### src/rtl/mc_control_fsm.sv
// Multi-cycle MIPS-subset control unit: sequences fetch, decode, execute,
// memory, write-back and multiply/divide wait, and drives the datapath
// strobes for each step. Outputs are decoded from the current state and the
// latched instruction fields. They are forced to their idle values whenever
// rst_n is low.
module mc_control_fsm #(
  parameter int unsigned MD_LATENCY = 5,    // MDWAIT cycles per mult/div, 1..15
  parameter bit          ENABLE_MD  = 1'b1  // 0: mult/div/mfhi/mflo are illegal
) (
  input  logic       clk,
  input  logic       rst_n,
  input  logic [5:0] option,
  input  logic [5:0] func,
  input  logic       instr_valid,
  input  logic       mem_ack,
  input  logic       zero,
  output logic       ir_write,
  output logic       pc_write,
  output logic       reg_write_enable,
  output logic       mem_read_enable,
  output logic       mem_write_enable,
  output logic [1:0] reg_write_src,
  output logic [1:0] reg_destination,
  output logic [2:0] ALUoption,
  output logic       ALUsrc,
  output logic       imm_extend_op,
  output logic [1:0] jump,
  output logic       md_start,
  output logic       md_busy,
  output logic       illegal,
  output logic [2:0] state
);

  typedef enum logic [2:0] {
    FETCH     = 3'd0,
    DECODE    = 3'd1,
    EXECUTE   = 3'd2,
    MEMORY    = 3'd3,
    WRITEBACK = 3'd4,
    MDWAIT    = 3'd5,
    TRAP      = 3'd6
  } state_e;

  typedef enum logic [3:0] {
    I_ADD, I_SUB, I_ORI, I_LW, I_SW, I_BEQ, I_LUI, I_J, I_JAL, I_JR,
    I_MULT, I_DIV, I_MFHI, I_MFLO, I_ILL
  } instr_e;

  // ALU operation codes
  localparam logic [2:0] ALU_ADD  = 3'b010;
  localparam logic [2:0] ALU_SUB  = 3'b110;
  localparam logic [2:0] ALU_OR   = 3'b001;
  localparam logic [2:0] ALU_CMP  = 3'b011;
  localparam logic [2:0] ALU_LUI  = 3'b100;
  localparam logic [2:0] ALU_IDLE = 3'b111;

  // Write-back source, destination and PC source selects
  localparam logic [1:0] SRC_ALU = 2'b00;
  localparam logic [1:0] SRC_MEM = 2'b01;
  localparam logic [1:0] SRC_PC4 = 2'b10;
  localparam logic [1:0] SRC_HL  = 2'b11;
  localparam logic [1:0] DST_RD  = 2'b00;
  localparam logic [1:0] DST_RT  = 2'b01;
  localparam logic [1:0] DST_RA  = 2'b10;
  localparam logic [1:0] PC_SEQ  = 2'b00;
  localparam logic [1:0] PC_BR   = 2'b01;
  localparam logic [1:0] PC_JT   = 2'b10;
  localparam logic [1:0] PC_REG  = 2'b11;

  // The counter is preloaded with MD_LATENCY-1 so that MDWAIT spans
  // MD_LATENCY cycles, counting down to and including zero.
  localparam logic [3:0] MD_LOAD = 4'(MD_LATENCY - 32'd1);

  state_e     state_q, state_d;
  logic [3:0] cnt_q, cnt_d;
  logic       illegal_q, illegal_d;
  instr_e     instr;

  // Classify the latched instruction fields into one decoded operation.
  always_comb begin
    instr = I_ILL;
    case (option)
      6'b000000: begin
        case (func)
          6'b100000: instr = I_ADD;
          6'b100010: instr = I_SUB;
          6'b001000: instr = I_JR;
          6'b011000: instr = ENABLE_MD ? I_MULT : I_ILL;
          6'b011010: instr = ENABLE_MD ? I_DIV  : I_ILL;
          6'b010000: instr = ENABLE_MD ? I_MFHI : I_ILL;
          6'b010010: instr = ENABLE_MD ? I_MFLO : I_ILL;
          default:   instr = I_ILL;
        endcase
      end
      6'b001101: instr = I_ORI;
      6'b100011: instr = I_LW;
      6'b101011: instr = I_SW;
      6'b000100: instr = I_BEQ;
      6'b001111: instr = I_LUI;
      6'b000010: instr = I_J;
      6'b000011: instr = I_JAL;
      default:   instr = I_ILL;
    endcase
  end

  // Next-state, counter and output decode for the current state.
  always_comb begin
    // NOTE: every signal assigned here gets a default first, so no path
    // through the case statements can leave one unassigned and infer a latch.
    state_d          = state_q;
    cnt_d            = cnt_q;
    ir_write         = 1'b0;
    pc_write         = 1'b0;
    reg_write_enable = 1'b0;
    mem_read_enable  = 1'b0;
    mem_write_enable = 1'b0;
    reg_write_src    = SRC_ALU;
    reg_destination  = DST_RD;
    ALUoption        = ALU_IDLE;
    ALUsrc           = 1'b0;
    imm_extend_op    = 1'b0;
    jump             = PC_SEQ;
    md_start         = 1'b0;
    md_busy          = 1'b0;

    // FETCH outputs depend on instr_valid, so the whole decode is gated by
    // rst_n to keep every strobe idle while reset is held.
    if (rst_n) begin
      case (state_q)
        FETCH: begin
          if (instr_valid) begin
            ir_write = 1'b1;
            pc_write = 1'b1;
            jump     = PC_SEQ;
            state_d  = DECODE;
          end
        end

        DECODE: begin
          case (instr)
            I_ILL: state_d = TRAP;
            I_J: begin
              pc_write = 1'b1;
              jump     = PC_JT;
              state_d  = FETCH;
            end
            I_JAL: begin
              reg_write_enable = 1'b1;
              reg_destination  = DST_RA;
              reg_write_src    = SRC_PC4;
              pc_write         = 1'b1;
              jump             = PC_JT;
              state_d          = FETCH;
            end
            I_JR: begin
              pc_write = 1'b1;
              jump     = PC_REG;
              state_d  = FETCH;
            end
            default: state_d = EXECUTE;
          endcase
        end

        EXECUTE: begin
          case (instr)
            I_ADD: begin
              ALUoption = ALU_ADD;
              state_d   = WRITEBACK;
            end
            I_SUB: begin
              ALUoption = ALU_SUB;
              state_d   = WRITEBACK;
            end
            I_ORI: begin
              ALUoption = ALU_OR;
              ALUsrc    = 1'b1;
              state_d   = WRITEBACK;
            end
            I_LUI: begin
              ALUoption = ALU_LUI;
              ALUsrc    = 1'b1;
              state_d   = WRITEBACK;
            end
            I_LW, I_SW: begin
              ALUoption     = ALU_ADD;
              ALUsrc        = 1'b1;
              imm_extend_op = 1'b1;
              state_d       = MEMORY;
            end
            I_BEQ: begin
              ALUoption     = ALU_CMP;
              imm_extend_op = 1'b1;
              jump          = PC_BR;
              pc_write      = zero;
              state_d       = FETCH;
            end
            I_MULT, I_DIV: begin
              md_start = 1'b1;
              cnt_d    = MD_LOAD;
              state_d  = MDWAIT;
            end
            I_MFHI, I_MFLO: begin
              reg_write_src = SRC_HL;
              state_d       = WRITEBACK;
            end
            default: state_d = TRAP;
          endcase
        end

        MEMORY: begin
          // Address stays on the ALU for the whole access.
          ALUoption     = ALU_ADD;
          ALUsrc        = 1'b1;
          imm_extend_op = 1'b1;
          if (instr == I_SW) mem_write_enable = 1'b1;
          else               mem_read_enable  = 1'b1;
          if (mem_ack) state_d = (instr == I_SW) ? FETCH : WRITEBACK;
        end

        WRITEBACK: begin
          reg_write_enable = 1'b1;
          case (instr)
            I_LW: begin
              reg_write_src   = SRC_MEM;
              reg_destination = DST_RT;
            end
            I_ORI, I_LUI: reg_destination = DST_RT;
            I_MFHI, I_MFLO: reg_write_src = SRC_HL;
            default: reg_destination = DST_RD;
          endcase
          state_d = FETCH;
        end

        MDWAIT: begin
          md_busy = 1'b1;
          if (cnt_q == 4'd0) state_d = FETCH;
          else               cnt_d   = cnt_q - 4'd1;
        end

        TRAP:    state_d = TRAP;
        default: state_d = TRAP;
      endcase
    end
  end

  // The trap flag latches on entry to TRAP and holds until reset.
  always_comb illegal_d = illegal_q | (state_d == TRAP);

  // State register, MDWAIT counter and sticky trap flag.
  always_ff @(posedge clk or negedge rst_n) begin
    if (!rst_n) begin
      state_q   <= FETCH;
      cnt_q     <= 4'd0;
      illegal_q <= 1'b0;
    end else begin
      // NOTE: non-blocking assignments so every flop samples the values
      // computed before this edge, independent of statement order.
      state_q   <= state_d;
      cnt_q     <= cnt_d;
      illegal_q <= illegal_d;
    end
  end

  assign illegal = illegal_q;
  assign state   = state_q;

endmodule

### config.mk
export PLATFORM = sky130hd
export DESIGN_NAME = mc_control_fsm
export DESIGN_NICKNAME = d
export VERILOG_FILES = /design/src/rtl/mc_control_fsm.sv
export SDC_FILE = /design/constraint.sdc
export NUM_CORES = 1
export LEC_CHECK = 0
export CORE_MARGIN = 4
export CORE_UTILIZATION = 50
export DETAILED_ROUTE_END_ITERATION = 12
export GPL_TIMING_DRIVEN = 0
export HOLD_SLACK_MARGIN = 0.08
export PLACE_DENSITY = 0.85
export SETUP_SLACK_MARGIN = 0.4
export SLEW_MARGIN = 10
export SYNTH_ARGS = -nofsm -noshare
export SYNTH_HDL_FRONTEND = slang
export SYNTH_SLANG_ARGS = --single-unit
### constraint.sdc
create_clock -name clk -period 5.5 [get_ports clk]
set_input_delay 0.55 -clock clk [delete_from_list [all_inputs] [get_ports clk]]
set_output_delay 0.55 -clock clk [all_outputs]
set_load 0.02 [all_outputs]
==> impl_metrics.toml, run 1 <==
[worst_setup_path]
cp.arrival_ps = 3670
cpMaxStageDelayCell = "clkdlybuf4s50_1"
cp-start-kind = "input port"
path_delay_family = "buffers and inverters"
critPathRequiredTime_ps = 4950
slowest_delay_ps = 600
path_depth = 10
crit_top_cell = "clkdlybuf4s50_1"
cp.buffers_inverters = 3
crit_chain = "clkdlybuf4s50_1, nor3b_1, o31ai_1, a221o_1, buf_6, nor4_1, nor2_1, nor3_1, o21a_1, clkdlybuf4s50_1"
cp_max_fo = 10
reg2reg_depth = 8
cp-end-kind = "output pin"
crit_type = "in -> out"

[synthesis]
ys_top_cells_by_area = "dfrtp_1 16%, nor2_1 6.4%, a21oi_1 4.9%"
netlist_area_sq_mm = 0.001234
synth_cells = 182
ys_ff_latch = 8
synthDistinctLibCells = 50
syn-num-nets = 200
synth_top_cell_area_share_pct = 16.23
synth_commonest_cells = "21 x nor2_1, 16 x nand2_1, 12 x a21oi_1, 9 x clkbuf_1, 9 x nor3_1"
synth_edf_count = 0
synthArstFlopShare_pct = 100.0
synth.avg_cell_area_sq_um = 6.778
synth_top_cell_by_area = "dfrtp_1"
synth_warnings = 0
ys_seq_area_share_pct = 16.23
synth_most_common_cell = "nor2_1"
synth_top_flop_cell = "dfrtp_1"

[sta]
finalSetupViolCount = 0
finClkSkew_ps = 7.904
fin_crit_sh_pct = 76.79
setup_tns_ps = 0
final-max-slew-violation-count = 0
worst_pin_slew_ps = 820.9
fin_ws_ps = 1276
min_period_ps = 4224
fmax_mhz = 236.8
slew_headroom_pct = 44.50
final-hold-violation-count = 0
rsz0062_at_grt = "no"

[power_and_ir_drop]
power_leakage_nw = 0.6051
vdd_drop_max_uv = 281.6
power_density_mw_per_mm2 = 242.0

[global_route]
overflow = 0
grt_pass1_vias = 1483
grt_pass1_wl_mm = 6.637
antenna_found_initial = 0
grt_max_degree = 15
grt_usage_pct = 24.62

[place]
place_hpwl_mm = 3.160
numPortBuffers = 38
pre_cts_ws_ps = 1322
gp_congestion = 0.9149

[clocking]
root_buffer = "clkbuf_4"
cts_tree = "done"
cts.reportedPaths.clkPinSlew_ps = 60
clock_path_buffers = 2
cts.repair.resized = 0
insertion_delay_ps = 260
htreeDepth = 1
cts_sinks = 8
cts-buffers-inserted = 3
post_cts_buffers = 0
hold_buffers = 0

[job]
max-cap-violations = 0

[route]
dr.pass1.iters = 4
ant_nets = 0
drt_wl_total_mm = 3.886
vias = 1586
post_drt_wl_per_cell_um = 15.48
viasPerCell = 6.319
first_iter_violations = 99
drc = 0

[hold_path]
whs_path_depth = 1
hold_path_class = "reg -> reg"

[die]
die_w_um = 57.67
die_h_um = 57.67
coreArea_sq_mm = 0.002276
start_util_pct = 54.21
num_rows = 17
dieArea_sq_mm = 0.003326
pin_count = 39

[layout]
drive_gt1_share_pct = 5.830
diodes = 0
layout.nets = 243
area_delta_synth_final_pct = 35.50

[run_status]
status = "completed"
-- worst paths after layout --
check | end | from | slack [ps]
setup reg to reg | illegal$_DFF_PN0_ | cnt_q[0]$_DFFE_PN0P_ | 3190
hold reg to reg | illegal$_DFF_PN0_ | illegal$_DFF_PN0_ | 520
setup / recovery | pc_write | func[5] | 1280
hold / removal | illegal$_DFF_PN0_ | illegal$_DFF_PN0_ | 520
min in group asynchronous | state[1]$_DFF_PN0_ | rst_n | 650
max in group asynchronous | cnt_q[2]$_DFFE_PN0P_ | rst_n | 4470
-- stage by stage --
step / util (%) / instances / area [sq um] / hold slack [ps] / power [mW]
6_report: 73.45 / 251 / 1672 / 524.4 / 0.4046
5_1_grt: 73.45 / 251 / 1672 / 538.4 / 0.4421
4_1_cts: 73.45 / 251 / 1672 / 519.5 / 0.4039
3_5_place_dp: 72.46 / 248 / 1649 / 505.3 / 0.3549
3_3_place_gp: 72.46 / 248 / 1649 / 456.3 / 0.3436
2_1_floorplan: - / 182 / 1234 / 254.4 / 0.2654
-- cells in the final DEF, fill, tap and decap left out, types with 2 or more instances in the layout --
master            n
a211oi_1          3
nor3_2            2
nor2_1           21
o31ai_1           2
clkbuf_4          3
nor4b_1           3
dfrtp_1           8
nand2_1          16
nor3b_1           3
nand2b_1          8
or4_1             3
clkbuf_1          9
nor4_1            4
o21ai_0           7
clkdlybuf4s50_1  38
nor3_1            9
nand4_1           2
xnor2_1           2
inv_1             8
or2_2             3
a211o_1           2
a21o_1            3
buf_2             2
o21a_1            6
xor2_1            2
o22a_1            2
o21bai_1          2
a2111oi_0         4
nand3_1           6
or3_1             6
a21oi_1          12
nor2b_1           2
-- where the power goes --
group,switching [mW],total (mW),internal [mW]
Sequential,0.0199,0.0971,0.0773
Combinational,0.150,0.260,0.110
Clock,0.0223,0.0474,0.0251
Total,0.192,0.405,0.212
-- final cells by class --
class | instances | area, sq um
tap | 28 | 35.03
fill | 208 | 604.3
timing repair buffer | 38 | 380.4
sequential | 8 | 200.2
buffer | 12 | 55.05
inverter | 8 | 30.03
clock buffer | 3 | 22.52
multi-input combinational | 154 | 948.4
-- registers in the layout (all words and copies together) (netlist names) --
register and count:
illegal 1, cnt_q 4, state 3
-- logic make-up after synthesis --
family / Yosys count / synth area share [%]
buf+inv: 20 / 6.896
flops: 8 / 16.23
simple gates: 96 / 42.90
compound gates: 53 / 30.12
xor+xnor: 4 / 2.840
fa+ha+maj: 1 / 1.014
-- per-layer routing --
metal,routed length (um),GRT usage [%]
met5,0,0
met4,42,6.623
met3,319,5.791
met2,1860,39.03
met1,1663,33.47
Power figures use the tool's default switching activity.
==> run 2, diff against run 1 <==
CORE_UTILIZATION = 47   (was 50)
PLACE_DENSITY = 0.81   (was 0.85)
clock period = 4 ns   (was 5.5 ns; I/O delays follow)
==> impl_metrics.toml, run 2 (synthesis gave the netlist of run 1 again) <==
[run_status]
status = "completed"

[clocking]
root_buffer = "clkbuf_4"
cts.reportedPaths.clkPinSlew_ps = 60
cts-buffers-inserted = 3
htreeDepth = 1
insertion_delay_ps = 260
cts_tree = "done"
hold_buffers = 0
clock_path_buffers = 2
cts_sinks = 8

[sta]
fmax_mhz = 283.3
setup_tns_ps = 0
worst_pin_slew_ps = 964.2
finClkSkew_ps = 4.285
fin_crit_sh_pct = 88.25
final-hold-violation-count = 0
final-max-slew-violation-count = 0
slew_headroom_pct = 34.81
finalSetupViolCount = 0
rsz0062_at_grt = "no"
min_period_ps = 3530

[global_route]
grt_pass1_wl_mm = 6.693
grt_max_degree = 15
overflow = 0
grt_pass1_vias = 1440
grt_usage_pct = 24.19
antenna_found_initial = 0

[layout]
final_cell_mix = "28 x clkdlybuf4s50_1, 20 x nor2_1, 16 x nand2_1"
largest_register_ffs = 4
largest-register = "cnt_q"
diodes = 0
final_area_sq_mm = 0.001743
layout.nets = 245
layout_commonest_cell = "clkdlybuf4s50_1"
area_delta_synth_final_pct = 41.28
drive_gt1_share_pct = 11.11
nFillCells = 237

[route]
vias = 1587
first_iter_violations = 125
ant_nets = 0
dr.pass1.iters = 4
drt_wl_total_mm = 4.074
drc = 0
viasPerCell = 6.224
post_drt_wl_per_cell_um = 15.98

[power_and_ir_drop]
power_leakage_nw = 0.7254
power_density_mw_per_mm2 = 322.0
power.total_mw = 0.5612
vdd_drop_max_uv = 348.1

[worst_setup_path]
rrSetupSlack_ps = 1730
critPathRequiredTime_ps = 3600
crit_top_cell = "nor2_1"
cp_max_fo = 10
crit_chain = "clkdlybuf4s50_1, buf_2, nand2_1, a2111oi_0, o21ai_1, or4_1, nor2_1, nor2_1, a21o_1, dlygate4sd2_1"
slowest_delay_ps = 560
cp-end-kind = "output pin"
path_delay_family = "buffers and inverters"
cp.buffers_inverters = 3
cp.arrival_ps = 3130
timing.rr.end = "illegal$_DFF_PN0_"
crit_type = "in -> out"
cpMaxStageDelayCell = "or4_1"
reg2reg_depth = 8
rr_startpoint = "cnt_q[0]$_DFFE_PN0P_"
cp-start-kind = "input port"

[place]
numPortBuffers = 38
postPlaceCellArea_sq_mm = 0.001652
gp_congestion = 0.9084
place_hpwl_mm = 3.111

[die]
pin_count = 39
num_rows = 18
start_util_pct = 49.35
coreArea_sq_mm = 0.002500
dieArea_sq_mm = 0.003509
die_w_um = 59.24
die_h_um = 59.24

[hold_path]
whs_path_depth = 1
hold_path_class = "reg -> reg"
whs_endpoint = "illegal$_DFF_PN0_"
timing.hold.worst.start = "illegal$_DFF_PN0_"

[job]
max-cap-violations = 0
## run 2: timing repair
action / 4_1_cts / 5_1_grt
gates resized for setup: 9 / 17
setup endpoints to repair: 8 / 8
setup buffers: 0 / 2
## run 2: worst max path at each step
stage / start / to / slack, ps / cells after the start
3_5_place_dp: func[5] / jump[1] / 110 / 9
6_report: option[0] / ALUoption[2] / 470 / 10
3_3_place_gp: option[1] / pc_write / 170 / 10
2_1_floorplan: func[1] / jump[1] / 1160 / 7
4_1_cts: option[3] / pc_write / 210 / 10
5_1_grt: option[1] / ALUoption[2] / 350 / 10
## run 2: where the power goes
group / total (mW) / internal, mW / switching (mW) / leakage [nW]
logic: 0.363 / 0.149 / 0.214 / 0.615
clock network: 0.0651 / 0.0345 / 0.0305 / 0.0138
registers: 0.133 / 0.106 / 0.0268 / 0.0968
total: 0.561 / 0.290 / 0.271 / 0.725
## run 2: per-layer routing
layer	track usage, %	share of wire (%)
met5	0	0
met4	3.236	0.34
met3	5.447	8.9
met2	39.00	49
met1	33.60	42
## run 2: cell type report
| type | instances | area, sq um | area share, % |
|---|---|---|---|
| inverters | 8 | 30.03 | 1.723 |
| repair buffers | 40 | 397.9 | 22.83 |
| multi-input cells | 154 | 997.2 | 57.21 |
| flip-flops and latches | 8 | 200.2 | 11.49 |
| clock buffers | 3 | 22.52 | 1.292 |
| plain buffers | 12 | 57.56 | 3.302 |
| well taps | 30 | 37.54 | 2.154 |
## run 2: stage by stage
stage / utilization (%) / setup WS [ps] / cells / hold slack (ps)
3_5_place_dp: 66.07 / 105.7 / 250 / 455.6
5_1_grt: 69.72 / 353.9 / 255 / 508.3
4_1_cts: 67.27 / 208.6 / 253 / 469.1
2_1_floorplan: - / 1157 / 182 / 104.4
6_report: 69.72 / 470.2 / 255 / 466.1
3_3_place_gp: 66.07 / 168.8 / 250 / 457.8
## run 2: worst register-to-register path, stage by stage, from the launching register on
cell	delay [ps]
dfrtp_1	410
inv_1	70
ha_1	190
nor3b_1	480
o21ai_0	150
a22oi_1	170
o21ai_0	210
o22a_1	250
a41o_1	230
